==> config.mk <==
export PLATFORM = sky130hd
export DESIGN_NAME = alu_exec_unit
export DESIGN_NICKNAME = d
export VERILOG_FILES = /design/src/rtl/alu_exec_unit.sv
export SDC_FILE = /design/constraint.sdc
export NUM_CORES = 1
export LEC_CHECK = 0
export BUFFER_PORTS_ARGS = -buffer_cell sky130_fd_sc_hd__clkbuf_2
export CAP_MARGIN = 10
export CORE_MARGIN = 3
export CORE_UTILIZATION = 33
export DETAILED_ROUTE_END_ITERATION = 8
export PLACE_DENSITY = 0.58
export SLEW_MARGIN = 20
export SYNTH_ARGS = -nofsm -noshare
export SYNTH_HDL_FRONTEND = slang
export SYNTH_SLANG_ARGS = --single-unit
==> constraint.sdc <==
create_clock -name clk -period 9.3 [get_ports clk]
set_input_delay 1.395 -clock clk [delete_from_list [all_inputs] [get_ports clk]]
set_output_delay 1.395 -clock clk [all_outputs]
set_load 0.1 [all_outputs]
==> src/rtl/alu_exec_unit.sv <==
// Registered ALU execute stage with valid/ready handshakes on both sides.
// Define ALU_EXEC_FAST_SHIFT_EN for a single-cycle barrel shifter; default is iterative SLL/SRL.
module alu_exec_unit #(
    parameter int DATA_WIDTH  = 32,
    parameter int SHAMT_WIDTH = 5
) (
    input  logic                   clk,
    input  logic                   reset,
    input  logic                   valid_i,
    output logic                   ready_o,
    input  logic [3:0]             alu_operation_i,
    input  logic [DATA_WIDTH-1:0]  a_i,
    input  logic [DATA_WIDTH-1:0]  b_i,
    input  logic [SHAMT_WIDTH-1:0] shamt_i,
    output logic                   valid_o,
    input  logic                   ready_i,
    output logic [DATA_WIDTH-1:0]  result_o,
    output logic                   zero_o,
    output logic                   overflow_o
);

    localparam logic [3:0] OP_SUB  = 4'h1;
    localparam logic [3:0] OP_OR   = 4'h2;
    localparam logic [3:0] OP_ADD  = 4'h3;
    localparam logic [3:0] OP_LUI  = 4'h4;
    localparam logic [3:0] OP_SLL  = 4'h5;
    localparam logic [3:0] OP_SRL  = 4'h6;
    localparam logic [3:0] OP_AND  = 4'h7;
    localparam logic [3:0] OP_NOR  = 4'h8;
    localparam logic [3:0] OP_ADDR = 4'h9;
    localparam logic [3:0] OP_JR   = 4'hA;

    localparam logic [1:0] ST_IDLE  = 2'd0;
    localparam logic [1:0] ST_DONE  = 2'd1;
`ifndef ALU_EXEC_FAST_SHIFT_EN
    localparam logic [1:0] ST_SHIFT = 2'd2;
`endif

    logic [1:0]            state;
    logic                  accept;
    logic [DATA_WIDTH-1:0] sum;
    logic [DATA_WIDTH-1:0] diff;
    logic [DATA_WIDTH-1:0] op_result;
    logic                  op_overflow;
    logic                  a_sign;
    logic                  b_sign;

    assign sum    = a_i + b_i;
    assign diff   = a_i - b_i;
    assign a_sign = a_i[DATA_WIDTH-1];
    assign b_sign = b_i[DATA_WIDTH-1];

    // NOTE: every output of this block gets a default first so no path can infer a latch.
    always_comb begin
        op_result   = '0;
        op_overflow = 1'b0;
        case (alu_operation_i)
            OP_SUB: begin
                op_result   = diff;
                op_overflow = (a_sign != b_sign) && (diff[DATA_WIDTH-1] != a_sign);
            end
            OP_ADD, OP_ADDR: begin
                op_result   = sum;
                op_overflow = (a_sign == b_sign) && (sum[DATA_WIDTH-1] != a_sign);
            end
            OP_OR:  op_result = a_i | b_i;
            OP_LUI: op_result = {b_i[15:0], {(DATA_WIDTH-16){1'b0}}};
`ifdef ALU_EXEC_FAST_SHIFT_EN
            OP_SLL: op_result = b_i << shamt_i;
            OP_SRL: op_result = b_i >> shamt_i;
`else
            // Only reached with shamt_i == 0; nonzero shifts go through ST_SHIFT.
            OP_SLL, OP_SRL: op_result = b_i;
`endif
            OP_AND: op_result = a_i & b_i;
            OP_NOR: op_result = ~(a_i | b_i);
            OP_JR:  op_result = a_i;
            default: ;
        endcase
    end

    assign ready_o = reset & ((state == ST_IDLE) | ((state == ST_DONE) & ready_i));
    assign accept  = valid_i & ready_o;
    assign valid_o = (state == ST_DONE);
    assign zero_o  = (result_o == '0);

`ifndef ALU_EXEC_FAST_SHIFT_EN
    logic [DATA_WIDTH-1:0]  acc;
    logic [DATA_WIDTH-1:0]  acc_next;
    logic [SHAMT_WIDTH-1:0] cnt;
    logic                   shift_right;
    logic                   start_shift;

    assign start_shift = ((alu_operation_i == OP_SLL) || (alu_operation_i == OP_SRL))
                         && (shamt_i != '0);
    assign acc_next    = shift_right ? (acc >> 1) : (acc << 1);
`endif

    // NOTE: sequential state uses non-blocking assignments so every register samples pre-edge values.
    always_ff @(posedge clk) begin
        if (!reset) begin
            state      <= ST_IDLE;
            result_o   <= '0;
            overflow_o <= 1'b0;
`ifndef ALU_EXEC_FAST_SHIFT_EN
            acc         <= '0;
            cnt         <= '0;
            shift_right <= 1'b0;
`endif
        end else if (accept) begin
            state      <= ST_DONE;
            result_o   <= op_result;
            overflow_o <= op_overflow;
`ifndef ALU_EXEC_FAST_SHIFT_EN
            if (start_shift) begin
                state       <= ST_SHIFT;
                acc         <= b_i;
                cnt         <= shamt_i;
                shift_right <= (alu_operation_i == OP_SRL);
            end
`endif
        end else begin
            case (state)
`ifndef ALU_EXEC_FAST_SHIFT_EN
                ST_SHIFT: begin
                    acc <= acc_next;
                    cnt <= cnt - SHAMT_WIDTH'(1);
                    if (cnt == SHAMT_WIDTH'(1)) begin
                        result_o   <= acc_next;
                        overflow_o <= 1'b0;
                        state      <= ST_DONE;
                    end
                end
`endif
                ST_DONE: if (ready_i) state <= ST_IDLE;
                default: ;
            endcase
        end
    end

endmodule

Word level (Yosys, flattened, before mapping)
Cells that the tools add are included.
{"block": "word_totals", "register_bits": 73, "inputBits": 77, "out_inout_bits": 36, "word_cells": 72}
{"block": "op_classes", "addsub": 3, "n_eq_ne": 20, "n_mux": 20, "bitwise_logic": 7, "n_reduce_logical": 16}
{"operator": "32-bit one-hot mux with 8 select lines", "count": 1}
{"operator": "32-bit 2-to-1 mux", "count": 7}
{"operator": "32-bit adder", "count": 1}
{"operator": "32-bit bitwise AND", "count": 1}
{"operator": "32-bit zero test", "count": 1}
{"operator": "32-bit inverter", "count": 1}
{"operator": "32-bit OR", "count": 1}
{"operator": "32-bit subtractor", "count": 1}
{"operator": "4-bit by 3-bit equality test with 1-bit output, second input constant", "count": 4}
{"operator": "5-bit 2-to-1 mux", "count": 3}
{"operator": "4-bit equality test, second input constant", "count": 3}
{"operator": "4-bit by 2-bit equality test with 1-bit output, second input constant", "count": 2}
{"operator": "2-bit 2-to-1 mux", "count": 4}
{"operator": "2-bit AND reduction", "count": 3}
{"operator": "5-bit by 1-bit equality test with 1-bit output, second input constant", "count": 1}
{"operator": "5-bit nonzero test", "count": 1}
{"operator": "5-bit by 1-bit subtractor with 5-bit output, second input constant", "count": 1}
{"operator": "4-bit by 1-bit equality test with 1-bit output, second input constant", "count": 1}
{"operator": "2-bit one-hot mux with 2 select lines", "count": 1}
{"operator": "2-bit nonzero test", "count": 2}
{"operator": "2-bit OR reduction", "count": 2}
{"operator": "1-bit bitwise AND", "count": 3}
{"operator": "1-bit logical AND", "count": 3}
{"operator": "1-bit 2-to-1 mux", "count": 3}
{"operator": "other kinds (13)", "count": 15}

Longest topological paths before layout
Gate-level depths: netlist of the first run.
{"block": "depth", "depth_word": 7, "depth_mapped": 14, "depth_no_buf": 14}

Least setup slack after synthesis of the first run
No wires, ideal clock.
{"block": "synth_timing", "path_type": "input to register", "startpoint": "in reset", "endpoint": "reg cnt[3]", "setup_time_ps": 70, "arrival_ps": 5547, "t_required_ps": 9230, "path_slack_ps": 3683, "cell_stages": 10, "path_buffers": 2, "path_cell_list": "inv_2 -> a211oi_1 -> nand2_1 -> a21oi_1 -> nand2_1 -> and2_1 -> clkbuf_1 -> clkbuf_1 -> or2_2 -> a21oi_1"}
{"block": "synth_between", "elab_chain_cells": 4, "elab_cells_between_ends": 6, "classes_between": "1 x eq/ne; 1 x mux; 2 x bitwise; 2 x reduce/logical"}
{"element": "from (decl)", "line": "8", "rtl": "input logic reset,"}
{"element": "1-bit bitwise AND *", "line": "82", "rtl": "assign ready_o = reset & ((state == ST_IDLE) | ((state == ST_DONE) & ready_i));"}
{"element": "via ready_o", "line": "10", "rtl": "output logic ready_o,"}
{"element": "1-bit bitwise AND *", "line": "83", "rtl": "assign accept = valid_i & ready_o;"}
{"element": "2-bit by 1-bit inequality test with 1-bit output (no source line) / 2-bit nonzero test (equally long branches)"}
{"element": "2-bit AND reduction (no source line)"}
{"element": "to (signal assigned)", "line": "118", "rtl": "cnt <= shamt_i;"}
{"element": "to (signal assigned)", "line": "127", "rtl": "cnt <= cnt - SHAMT_WIDTH'(1);"}
{"element": "to (decl)", "line": "90", "rtl": "logic [SHAMT_WIDTH-1:0] cnt;"}
Mark *: on every way through the listed nets, which the timed path passes. The rest lies on a longest branch.
A chain may end at the register's enable or synchronous reset.

Final worst setup path of the first run
{"block": "layout_timing", "startpoint": "in reset", "endpoint": "out ready_o"}
{"block": "layout_between", "elab_chain_cells": 1}
{"element": "1-bit bitwise AND", "line": "82"}
{"element": "to (decl)", "line": "10"}
Every way passes these cells.

==> reports/results.ini, run 1 <==
[outcome]
status=completed

[floorplanning]
boundaryPins=113
core_area_sq_um=26400
initial_utilization_pct=34.0
fp-row-count=59
die_h_um=171
dieArea_sq_um=29200
die_w_um=171

[logic_synthesis]
synth_edf_count=0
synth.area.top_cells=dfxtp_1 16%, ha_1 14%, a21oi_1 8.5%, nor2_1 5.2%, o21ai_0 4.7%
netlist_area_sq_um=8960
synth.avg_cell_area_sq_um=7.14
synth.top_cell.area_share_pct=16.3
yosysMostFrequentCell=a21oi_1
synth_cell_type_count=80
syn_nets=1432
ys_seq_elements=73
seq_area_frac_synth_pct=16.3
ys_warn_count=0
synth_area_leader_cell=dfxtp_1
syn_inst=1256
ys.flop_type=dfxtp_1
synth_common_cells=152 x a21oi_1, 124 x nor2_1, 102 x inv_1
ys_async_sr_fraction_pct=0

[timing]
fin_crit_sh_pct=53.8
slew_headroom_pct=30.8
slew_violations=0
setup_viol=0
rsz0062_at_grt=no
hold_viol_final=0
tns_ns=0
timing.fmax_mhz=200
clock_skew_ns=0.00612
tightest_slew_ns=1.01
layout_min_cycle_time_ns=5.00

[place]
dp_hpwl_mm=26.7
place.gp.congestion=0.965
portBuffers=112

[worst_setup_path]
crit_path_end_kind=primary output
cp.arrival_ns=3.61
critPathKind=input pin to primary output
r2r-start=state[1]
worstPathRequired_ns=7.91
r2r_setup_slack_ns=6.66
crit_start=reset
startpoint_type=input pin
path_max_fanout=38

[detailed_routing]
drcViolationCount=0
vias=10123
wl_met1_mm=15.1
wl_met3_mm=3.42
top_layer=met5
routed_wl_mm=36.2
wl_per_cell_um=22.0
ant_nets=0
route.met2.wl_mm=16.2
vias_per_cell=6.16
drt_iter0_markers=1059
dr.pass1.iters=5

[finish]
drive_gt1_share_pct=13.9
final_nets=1478
syn2layout_area_growth_pct=12.2
final_core_util_pct=38.1

[clocking]
clk_latency_ns=0.34
cts_buffers=9
postCtsSetupRepairBufs=0
cts_root_buffer=clkbuf_16
ctsHtreeMaxLevel=3
clockBufferDepth=2
cts.repair.resized=0
cts_tree=yes
cts_sinks=73
clk_pin_slew_ns=0.06
hold_buffers=0

[job]
cap_violations=0

[min_path]
min_from=acc[0]
hold_path_class=flip-flop to flip-flop

[pwr]
power.static_leakage_uw=0.00424
ir_drop_uv=91.0
powerDensity_nw_per_um2=122

[grt]
grt_start_max_net_pins=72
grtUsageTotal_pct=23.9
antenna_found_initial=2
grt_pass1_vias=9289
grt_pass1_wl_mm=53.9
gr-total-overflow=0

## sequential cells by signal (all words and copies together) (netlist names)
name         count
cnt              5
shift_right      1
overflow_o       1
state            2
result_o        32
acc             32
## where the power goes
group,switching (uW),internal [uW],total [uW]
registers,16.9,326,343
logic,351,150,501
clock network,137,249,386
total,505,725,1230
## cell usage in the layout, fill, tap and decap left out, types with 8 or more instances in the layout
cell type / n
nand3_1: 15
a21oi_1: 151
a222oi_1: 17
o2111ai_1: 9
and3_1: 8
dfxtp_1: 72
nand2b_1: 20
a211oi_1: 35
mux2i_1: 34
nor4_1: 12
xnor2_1: 14
buf_4: 14
o21ai_0: 84
o211ai_1: 15
nand2_1: 93
clkbuf_2: 112
o31ai_1: 10
a221o_1: 25
inv_1: 102
nor2_1: 123
o221ai_1: 14
o22ai_1: 8
o21bai_1: 10
a31oi_1: 14
clkbuf_16: 9
ha_1: 97
a21o_1: 13
nor3_1: 12
nor2b_1: 11
a221oi_1: 22
nand4_1: 10
o221a_2: 9
## worst paths after layout
path              endpoint  depth (start not counted)
hold / removal      acc[0]                          2
hold reg to reg     acc[0]                          2
setup / recovery   ready_o                          4
setup reg to reg    acc[9]                          9
## cells by family after synthesis
kind of cell	after synthesis	share of synthesized area (%)
AOI/OAI and AO/OA	488	37.2
muxes	38	4.30
adders and majority gates	99	14.0
xor gates and xnor gates	20	1.95
buffers and inverters	194	8.33
and+or+nand+nor	344	18.0
DFF	73	16.3
## critical path, stage by stage
cell	delay [ns]
clkbuf_2	0.61
inv_2	0.53
a211oi_1	0.51
clkbuf_2	0.53
## area by class of cell
| type | instances | area (sq um) |
|---|---|---|
| fill | 2800 | 16300 |
| multi-input combinational | 989 | 6790 |
| sequential | 73 | 1460 |
| timing repair buffer | 126 | 666 |
| tap | 335 | 419 |
| inverter | 103 | 387 |
| clock buffer | 11 | 253 |
| clock inverter | 5 | 77.6 |
| antenna | 1 | 2.50 |
## layer usage
| layer | GRT usage [%] | vias up |
|---|---|---|
| met1 | 32.0 | 4782 |
| met3 | 4.88 | 80 |
| met5 | 0 | - |
| met2 | 37.9 | 516 |
| li1 | - | 4743 |
| met4 | 9.45 | 2 |
## stage by stage
stage                     area (sq um)  total power, uW  hold WS (ns)  std cells  worst slack [ns]
after global routing             10100             1290         0.526       1643              4.06
after CTS                        10100             1220         0.505       1642              4.29
after floorplan                   8960              696         0.455       1256              3.68
after global placement            9720              838         0.483       1626              3.98
final                            10100             1230         0.500       1643              4.30
after detailed placement          9720              840         0.492       1626              4.23
Power figures use the tool's default switching activity.
==> run 2: changes to the inputs <==
--- a/config.mk
+++ b/config.mk
@@ -10,7 +10,7 @@
 export CORE_MARGIN = 3
 export CORE_UTILIZATION = 33
 export DETAILED_ROUTE_END_ITERATION = 8
-export PLACE_DENSITY = 0.58
+export PLACE_DENSITY = 0.6
 export SLEW_MARGIN = 20
 export SYNTH_ARGS = -nofsm -noshare
 export SYNTH_HDL_FRONTEND = slang
==> constraint.sdc (replaced) <==
create_clock -name clk -period 4.2 [get_ports clk]
set_input_delay 0.63 -clock clk [delete_from_list [all_inputs] [get_ports clk]]
set_output_delay 0.63 -clock clk [all_outputs]
set_load 0.1 [all_outputs]
==> run 2 against run 1 <==
Sequential cell count unchanged. Via count rose by 2.3%. Register-to-register slack got worse by 5.0 ns. Worst setup slack worse by 4.0 ns. Core utilization grew 0.82 points. Routed wire length increased by 4.8%. First-iteration DRC count increased by 3.3%. Largest cell class unchanged.
==> reports/results.ini, run 2 (synthesis results as in run 1) <==
[outcome]
status=completed

[finish]
layout_commonest_cell=a21oi_1
final_core_util_pct=39.0
final_nets=1507
reg_top3=acc x32, result_o x32, cnt x5
drive_gt1_share_pct=15.8
mostFrequentLayoutCells=151 x a21oi_1, 123 x nor2_1, 112 x clkbuf_2, 102 x inv_1, 97 x ha_1
syn2layout_area_growth_pct=14.6

[worst_setup_path]
slowest_delay_ns=0.54
path_cells=clkbuf_2, ha_1, inv_1, fa_1, nor2b_1, o21bai_1, a2111oi_0, buf_4, o2111ai_1, a21oi_1, nor3_1, o21bai_1, mux2i_1, a2111oi_1, nor2_1
worstPathRequired_ns=4.42
cp_slowest_cell=a2111oi_0
crit_top_cell=o21bai_1
path_max_fanout=6
startpoint_type=input pin
critPathKind=input pin to flip-flop
cp.arrival_ns=4.09
crit_path_end_kind=flip-flop

[timing]
clock_skew_ns=0.00832
slew_headroom_pct=31.7
fin_crit_sh_pct=92.3
slew_violations=0
setup_viol=0
holdWs_ns=0.492
tightest_slew_ns=1.02
layout_min_cycle_time_ns=3.88
timing.fmax_mhz=258
hold_viol_final=0
rsz0062_at_grt=no

[detailed_routing]
vias_per_cell=6.19
drt_iter0_markers=1094
routed_wl_mm=38.0
dr.pass1.iters=8
ant_nets=0
wl_per_cell_um=22.7
drcViolationCount=0
vias=10356

[grt]
gr-total-overflow=0
grt_start_max_net_pins=72
use_met1_pct=33.5
busiest_layer=met2
antenna_found_initial=4
gr-usage-met3_pct=4.23
use_met2_pct=39.7
grt_pass1_wl_mm=57.9
grt_pass1_vias=9956
grtUsageTotal_pct=25.5

[pwr]
pwr-share-seq_pct=27.1
comb_power_share_pct=42.0
powerDensity_nw_per_um2=270
power.static_leakage_uw=0.00437
switching_share_pct=42.2
clkPwrFrac_pct=30.9
internal_power_uw=1600
p_switching_uw=1170
ir_drop_uv=171

[floorplanning]
core_area_sq_um=26400
die_w_um=171
initial_utilization_pct=34.0
die_h_um=171
boundaryPins=113
dieArea_sq_um=29200
fp-row-count=59

[place]
dp_hpwl_mm=29.0
portBuffers=112
place.gp.congestion=1.01

[clocking]
clk_latency_ns=0.34
cts_root_buffer=clkbuf_16
clockBufferDepth=2
hold_buffers=0
cts_sinks=73
cts.repair.resized=0
cts_tree=yes
ctsHtreeMaxLevel=3
cts_buffers=9
postCtsSetupRepairBufs=0
clk_pin_slew_ns=0.06

[job]
cap_violations=0

[min_path]
hold_path_class=flip-flop to flip-flop

## run 2: per-stage QoR
step	cells	total power, uW	setup TNS (ns)	instance area (sq um)	setup slack (ns)
3_3_place_gp	1655	1900	-0.0632	9940	-0.0632
3_5_place_dp	1655	1900	-0.0306	9940	-0.0306
2_1_floorplan	1256	1540	0	8970	0.520
5_1_grt	1673	2890	0	10300	0.0109
6_report	1673	2770	0	10300	0.324
4_1_cts	1671	2760	0	10300	0.324
## run 2: power groups by stage
stage / Combinational, uW / Sequential, uW / Clock [uW]
floorplan: 630 / 912 / 0
global placement: 1130 / 765 / 0
detailed placement: 1130 / 766 / 0
CTS: 1140 / 750 / 864
global route: 1250 / 754 / 891
finish: 1160 / 752 / 855
## run 2: worst paths after layout
kind                  from      endpoint  slack, ns  cells after the start
setup / recovery    b_i[0]  result_o[24]       0.32                     15
hold reg to reg     acc[0]        acc[0]       0.49                      2
setup reg to reg  state[1]  result_o[30]       1.67                      9
hold / removal      acc[0]        acc[0]       0.49                      2
## run 2: worst max-delay path, delay by kind of cell
kind | cells | cell delay, ns
AO/OA/AOI/OAI | 6 | 1.86
adder cells (fa/ha/maj) | 2 | 0.64
buffers and inverters | 3 | 0.45
AND/OR/NAND/NOR | 3 | 0.39
multiplexers | 1 | 0.10
## run 2: area by class of cell
cell class,count,area (sq um)
Inverter,103,387
Antenna cell,2,5.00
Multi-Input combinational cell,989,6790
Clock inverter,6,91.3
Timing Repair Buffer,155,883
Clock buffer,10,229
Fill cell,2771,16100
Tap cell,335,419
Sequential cell,73,1460
## run 2: routing by layer
| metal | share of wire [%] | vias up |
|---|---|---|
| li1 | - | 4797 |
| met1 | 42 | 4951 |
| met2 | 44 | 491 |
| met3 | 8.0 | 113 |
| met4 | 5.8 | 4 |
| met5 | 0.066 | - |
==> run 3: changes to the inputs <==
--- a/config.mk
+++ b/config.mk
@@ -11,6 +11,7 @@
 export CORE_UTILIZATION = 33
 export DETAILED_ROUTE_END_ITERATION = 8
 export PLACE_DENSITY = 0.6
+export RECOVER_POWER = 100
 export SLEW_MARGIN = 20
 export SYNTH_ARGS = -nofsm -noshare
 export SYNTH_HDL_FRONTEND = slang
==> run 3 against run 2 <==
The flow now finishes with violations (capacitance limit, slew limit). Combinational power about the same. Largest power group unchanged. Hold slack better by 0.00070 ns. Final cell count unchanged. Highest routed layer unchanged. Clock power about the same. Register-to-register slack got worse by 0.82 ns. Sequential cell count did not move. Fmax down 1.9%. Design area shrank 1.1%. Clock skew about the same. Sequential share of layout area grew 0.15 points. Worst setup slack got worse by 0.073 ns. First-iteration DRC count grew 3.3%.
==> reports/results.ini, run 3 (synthesis results as in run 1) <==
[min_path]
hold_path_class=flip-flop to flip-flop
whs_path_depth=2

[finish]
post-route-cell-area_sq_um=10200
final_core_util_pct=38.6
syn2layout_area_growth_pct=13.4
layout_commonest_cell=a21oi_1
multi_input_area_sq_um=6750
regArea_sq_um=1460
final_nets=1507
drive_gt1_share_pct=12.1
mostFrequentLayoutCells=152 x a21oi_1, 123 x nor2_1, 102 x inv_1, 97 x ha_1, 93 x nand2_1
fill_cells=2802
reg_top3=acc x32, result_o x32, cnt x5

[pwr]
powerDensity_nw_per_um2=270
power.static_leakage_uw=0.00420
ir_drop_uv=171

[timing]
tightest_slew_ns=2.42
rsz0062_at_grt=no
fin_crit_sh_pct=94.0
setup_viol=0
slew_violations=72
holdWs_ns=0.493
worst_slack_ns=0.251
tns_ns=0
timing.fmax_mhz=253
layout_min_cycle_time_ns=3.95
clock_skew_ns=0.00820
slew_headroom_pct=-61.0
hold_viol_final=0

[worst_setup_path]
cp.arrival_ns=4.21
startpoint_type=input pin
critPathTopFamily=compound AO/OA/AOI/OAI gates
worstPathRequired_ns=4.46
crit_top_cell=a211oi_2
crit_path_end_kind=flip-flop
crit_buf_inv=2
path_max_fanout=8
slowest_delay_ns=0.48
critPathKind=input pin to flip-flop
cp.depth=12
cp_slowest_cell=or4b_1
r2r_cells=7
path_cells=clkbuf_1, inv_1, ha_1, nand4_1, a2111oi_2, o21ai_0, a211oi_2, o211ai_2, a21oi_2, nor3_1, or4b_1, a211oi_2

[grt]
grt_pass1_vias=9956
gr-total-overflow=0
gr-usage-met3_pct=4.23
grt_start_max_net_pins=72
antenna_found_initial=4
grtUsageTotal_pct=25.5
busiest_layer=met2
use_met2_pct=39.7
grt_pass1_wl_mm=57.9
use_met1_pct=33.5

[detailed_routing]
vias_per_cell=6.18
ant_nets=0
vias=10337
dr.pass1.iters=6
wl_per_cell_um=22.6
routed_wl_mm=37.8
drt_iter0_markers=1130
drcViolationCount=0

[clocking]
cts_root_buffer=clkbuf_16
clockBufferDepth=2
cts_buffers=9
cts_sinks=73
clk_pin_slew_ns=0.06
hold_buffers=0
cts_tree=yes
ctsHtreeMaxLevel=3
clk_latency_ns=0.34
postCtsSetupRepairBufs=0

[floorplanning]
die_w_um=171
fp-row-count=59
dieArea_sq_um=29200
boundaryPins=113
core_area_sq_um=26400
die_h_um=171
initial_utilization_pct=34.0

[place]
place.gp.congestion=1.01
portBuffers=112
placed_area_sq_um=9940
dp_hpwl_mm=29.0
dp_slack_ns=-0.0306

[job]
cap_violations=1

[outcome]
violations=capacitance limit, slew limit
status=finished with violations

## run 3: cell types whose count changed in the layout (fill, tap and decap cells not counted), sizes merged
cell / delta
clkbuf: +5
buf: -5
## run 3: per-stage QoR
step	power (uW)	cells
floorplan	1540	1256
global placement	1900	1655
detailed placement	1900	1655
CTS	2760	1671
global route	2880	1673
finish	2750	1673
## run 3: what timing repair did
item                                    4_1_cts  5_1_grt
resized for setup                             0        1
endpoints found under the setup margin        0        1
hold endpoints to repair                      0        0
## run 3: power breakdown
| part | switching (uW) | internal, uW | leakage [uW] | total [uW] |
|---|---|---|---|---|
| Sequential | 29.9 | 721 | 0.000594 | 751 |
| Clock | 329 | 523 | 0.000145 | 852 |
| Combinational | 801 | 342 | 0.00346 | 1140 |
## run 3: final cells by class
class | count | area share, %
multi-input cells | 989 | 66.4
flip-flops and latches | 73 | 14.4
repair buffers | 155 | 8.03
well taps | 335 | 4.13
inverters | 103 | 3.81
clock buffers | 10 | 2.25
clock inverters | 6 | 0.899
diodes | 2 | 0.0493
## run 3: metal layers
layer  wire length [um]  vias to the layer above
li1                   -                     4793
met1              15700                     4922
met2              16600                      497
met3               3180                      121
met4               2310                        4
met5                 27                        -
## run 3: worst min-delay path, cell delays in order, from the launching register on
cell	delay (ns)
dfxtp_1	0.33
a21oi_1	0.06
nor2_1	0.07
## run 3: worst paths after layout
check | from | to | slack (ns)
worst min-delay path | acc[0] | acc[0] | 0.49
worst max-delay path | b_i[10] | overflow_o | 0.25
worst max register to register | state[1] | acc[21] | 0.85
worst min register to register | acc[0] | acc[0] | 0.49
